--- config.mk ---
export PLATFORM = sky130hd
export DESIGN_NAME = timer_ctrl_nbit
export DESIGN_NICKNAME = d
export VERILOG_FILES = /design/src/rtl/timer_ctrl_nbit_pkg.sv /design/src/rtl/timer_ctrl_nbit_tick_counter.sv /design/src/rtl/timer_ctrl_nbit.sv
export SDC_FILE = /design/constraint.sdc
export NUM_CORES = 1
export LEC_CHECK = 0
export ABC_AREA = 1
export CAP_MARGIN = 5
export CORE_ASPECT_RATIO = 1.25
export CORE_MARGIN = 2
export CORE_UTILIZATION = 42
export DETAILED_ROUTE_END_ITERATION = 12
export PLACE_DENSITY_LB_ADDON = 0.15
export SLEW_MARGIN = 20
export SYNTH_ARGS = -nofsm -noshare
export SYNTH_HDL_FRONTEND = slang
export SYNTH_SLANG_ARGS = --single-unit
--- constraint.sdc ---
create_clock -name clk -period 1.48 [get_ports clk]
set_clock_uncertainty 0.2 [all_clocks]
set_input_delay 0.148 -clock clk [delete_from_list [all_inputs] [get_ports clk]]
set_output_delay 0.148 -clock clk [all_outputs]
set_load 0.05 [all_outputs]
--- src/rtl/timer_ctrl_nbit_pkg.sv ---
// timer_ctrl_nbit_pkg: shared state encoding for the timer sequencing controller.
package timer_ctrl_pkg;
    localparam int STATE_W = 2;
    typedef enum logic [STATE_W-1:0] {
        IDLE = 2'd0,
        RUN  = 2'd1,
        HOLD = 2'd2
    } state_t;
endpackage

--- src/rtl/timer_ctrl_nbit_tick_counter.sv ---
// tick_counter: L-bit up-counter with synchronous clear and enable, async active-low reset.
module tick_counter #(
    parameter int L = 4
) (
    input  logic         clk,
    input  logic         rst,
    input  logic         clr,
    input  logic         en,
    output logic [L-1:0] q
);
    always_ff @(posedge clk or negedge rst) begin
        if (!rst)
            q <= '0;
        else if (clr)
            q <= '0;
        else if (en)
            q <= q + L'(1);
    end
endmodule

--- src/rtl/timer_ctrl_nbit.sv ---
// timer_ctrl_nbit: start/hold/abort sequencer for an L-bit up-counter with period match and done pulse.
// Optional build macro PRESCALE_EN adds an internal prescaler so the count steps every PRESCALE RUN cycles.
module timer_ctrl_nbit
    import timer_ctrl_pkg::*;
#(
    parameter int L        = 4,
    parameter int PRESCALE = 4
) (
    input  logic               clk,
    input  logic               rst,
    input  logic               start,
    input  logic               abort,
    input  logic               hold,
    input  logic               auto_reload,
    input  logic [L-1:0]       period,
    output logic [L-1:0]       count,
    output logic               busy,
    output logic               done,
    output logic [STATE_W-1:0] state
);
    if (PRESCALE < 1) begin : g_bad_prescale
        $error("PRESCALE must be >= 1");
    end
    state_t       state_q, state_d;
    logic [L-1:0] period_q;
    logic         mode_q;
    logic         done_q;
    logic         accept, run_go, step, match, clr, en, done_d;
    assign accept = state_q == IDLE && start && !abort;
    assign run_go = state_q == RUN && !hold && !abort;
    assign match  = count == period_q;
`ifdef PRESCALE_EN
    localparam int PW = PRESCALE > 1 ? $clog2(PRESCALE) : 1;
    logic [PW-1:0] pre_q;
    logic          pre_last;
    assign pre_last = pre_q == PW'(PRESCALE - 1);
    assign step     = run_go && pre_last;
    always_ff @(posedge clk or negedge rst) begin
        if (!rst)
            pre_q <= '0;
        else if (abort || accept)
            pre_q <= '0;
        else if (run_go)
            pre_q <= pre_last ? '0 : pre_q + PW'(1);
    end
`else
    assign step = run_go;
`endif
    always_ff @(posedge clk or negedge rst) begin
        if (!rst) begin
            state_q  <= IDLE;
            period_q <= '0;
            mode_q   <= 1'b0;
            done_q   <= 1'b0;
        end else begin
            state_q <= state_d;
            done_q  <= done_d;
            if (accept) begin
                period_q <= period;
                mode_q   <= auto_reload;
            end
        end
    end
    always_comb begin
        state_d = state_q;
        case (state_q)
            IDLE:    state_d = start ? RUN : IDLE;
            RUN:     state_d = hold ? HOLD : (step && match && !mode_q) ? IDLE : RUN;
            HOLD:    state_d = hold ? HOLD : RUN;
            default: state_d = IDLE;
        endcase
        if (abort)
            state_d = IDLE;
    end
    // A one-shot match leaves count parked at period_q; auto-reload clears it.
    always_comb begin
        clr    = abort || accept || (step && match && mode_q);
        en     = step && !match;
        done_d = step && match;
    end
    tick_counter #(.L(L)) u_cnt (
        .clk (clk),
        .rst (rst),
        .clr (clr),
        .en  (en),
        .q   (count)
    );
    assign busy  = state_q != IDLE;
    assign done  = done_q;
    assign state = state_q;
endmodule

==> metrics.md <==
| Metric | Value |
|---|---|
| RSZ-0062 raised after global routing | true |
| Routability-driven placement congestion ratio | 0.798 |
| Max VDD drop | around 0.72 mV |
| Fin util | between 70% and 80% |
| Largest net degree at the start of global routing | 13 |
| Slew headroom | 84.1% |
| Top Ports | 18 |
| Register area share after synthesis | 42.8% |
| Worst-margin pin slew | around 0.24 ns |
| Crit-path max FO | 3 |
| Placement Cell Area | between 1000 and 1500 sq um |
| Endpoint class of the critical path | output pin |
| Die area | 2020 sq um |
| Pwr Total | 0.869 mW |
| Clk sink count | 12 |
| Yosys warns | 0 |
| Vias in the first global route | 661 |
| Max Freq | 675 MHz |
| Synth Instances | 87 |
| Pwr/cell area | ~740 nW/um^2 |
| Fin nets | about 140 |
| Initial antenna violation count | 0 |
| Ant. Diodes | 0 |
| Post-synthesis cell area | 702 sq um |
| Crit path arrival time | ~1.1 ns |
| Mapped Nets | 98 |
| Final Worst Setup Slack | -0.000636 ns |
| FILL cells | 120 |
| Flops & latches, synth | 12 |
| Total CTS buffers | 3 |
| Gr usage total | 18.7% |
| Post-synthesis average cell area | 8.07 sq um |
| Cells after DPL | 133 |
| Reg clk slew, reported paths | ~0.080 ns |
| First-pass GRT wire length | 2550 um |
| Leak | around 0.55 nW |
| Final setup TNS | -0.000636 ns |
| Die Y-Extent | 49.7 um |
| Die Span X | between 40 and 50 um |
| Fin cells | between 100 and 150 |
| H-tree levels | 1 |
| Post-synthesis cell type count | 20 |
| Final period util | 100% |
| Drt total wl | 1630 um |
| Initial DRT Pass Iterations | 6 |
| Final Instance Area | 1180 sq um |
| Share of layout cells above drive strength 1 | 49.6% |
| Root Buffer | clkbuf_4 |
| I/O Buffers | 17 |
| CP Class | reg -> out |
| Largest buffer count on any clock path | 2 |
| Antenna Nets Post-Route | 0 |
| Final hold viol count | 0 |
| Multi-input gate area | 379 sq um |
| Final setup viols | 1 |
| Via-to-Cell Ratio | 4.89 |
| Core area | 1560 sq um |
| Pre-CTS setup slack | -0.0735 ns |
| Area growth from synthesis to layout | 68.1% |
| Hold Path Class | in -> reg |
| DRC Markers | 0 |
| Status | complete, but fails checks |
| Fin Hold WS | approximately 0.27 ns |
| Detailed-placement wirelength estimate | roughly 1200 um |
| Routed via count | 699 |
| 1st-iter DRT viols | 11 |
| Rows | 16 |
| Later-pin clock latency in the skew report | about 0.27 ns |
| CTS tree | yes |
| Initial Util | between 40% and 50% |
| GRT Residual Overflow | 0 |
| Max Cap Violations | 0 |
| Failing checks | setup timing |
| Sequential cell area | approximately 310 sq um |
| Post-layout minimum cycle time | about 1.5 ns |
| WL per Instance | approximately 11 um |
| Startpoint class of the critical path | register |
| Worst Path Required | 1.13 ns |
| Slew Viols, Final | 0 |
==> final cells by class <==
type                            instances  share of cell area (%)
Clock buffer                            4                    2.23
Inverter                               15                    4.88
Multi-Input combinational cell         59                    32.1
Sequential cell                        12                    26.1
Tap cell                               18                    1.91
Timing Repair Buffer                   35                    32.8
==> critical path, stage by stage (launching register included) <==
cell and delay, ns:
dfrtp_2 0.42, buf_4 0.15, buf_4 0.14, buf_12 0.14
==> Yosys cell counts <==
master / instances / area (sq um)
buf_6: 1 / 11.3
nor2_4: 3 / 33.8
nand3_2: 1 / 10.0
dfrtp_1: 12 / 300
or2_0: 1 / 6.26
nand3_1: 2 / 10.0
a211oi_1: 1 / 7.51
ha_1: 1 / 12.5
inv_2: 1 / 3.75
a21oi_1: 4 / 20.0
nand2_2: 2 / 12.5
nand2_1: 24 / 90.1
nor2_1: 2 / 7.51
nor3_1: 2 / 10.0
nand4_1: 4 / 25.0
clkinv_1: 1 / 3.75
o31ai_1: 1 / 7.51
inv_1: 13 / 48.8
a21oi_2: 5 / 43.8
nor2_2: 6 / 37.5
==> final timing paths <==
kind	cells after the start	slack, ns	start	to
hold reg to reg	2	0.34	period_q[3]	period_q[3]
min in group asynchronous	3	0.51	rst	period_q[0]
max in group asynchronous	3	0.38	rst	u_cnt.q[2]
setup reg to reg	6	0.02	state[0]	period_q[1]
hold / removal	3	0.27	period[0]	period_q[0]
setup / recovery	3	-0.0006	state[0]	state[0]
==> routing by layer <==
| metal | vias to the layer above | track usage (%) | wire, um |
|---|---|---|---|
| met5 | - | 0 | 0 |
| met4 | 0 | 10.6 | 32 |
| met2 | 16 | 28.8 | 807 |
| met3 | 4 | 4.05 | 79 |
| met1 | 326 | 22.8 | 712 |
| li1 | 353 | - | - |
==> logic make-up after synthesis <==
group	Yosys count	share of synthesized area [%]
adders and majority gates	1	1.78
and+or+nand+nor	47	34.6
buffers and inverters	16	9.62
AOI/OAI and AO/OA	11	11.2
DFF	12	42.8
==> repair_timing <==
action / CTS / global route
setup buffers: 1 / 3
cloned: 0 / 1
resized for setup: 2 / 15
endpoints found under the hold margin: 12 / 0
hold buffers: 1 / 0
endpoints found under the setup margin: 1 / 12
pin swaps: 1 / 3
==> layout by cell type, fill, tap and decap left out, types with 3 or more instances in the layout <==
| cell type | instances |
|---|---|
| nand2_1 | 22 |
| buf_4 | 15 |
| clkdlybuf4s50_1 | 9 |
| inv_1 | 8 |
| buf_12 | 7 |
| inv_2 | 6 |
| nor2_4 | 6 |
| dfrtp_1 | 6 |
| dfrtp_2 | 6 |
| a21oi_2 | 5 |
| nand4_1 | 4 |
| a21oi_1 | 4 |
| nor2_2 | 3 |
| clkbuf_4 | 3 |
| buf_6 | 3 |
==> sequential cells by signal (all words and copies together), names as in the netlist <==
signal	flops
period_q	4
u_cnt.q	4
state	2
done	1
mode_q	1
==> power breakdown <==
part           switching, mW  internal (mW)
registers             0.0170          0.358
clock network          0.106          0.104
logic                  0.154          0.129
(Power assumes the default switching activity.)
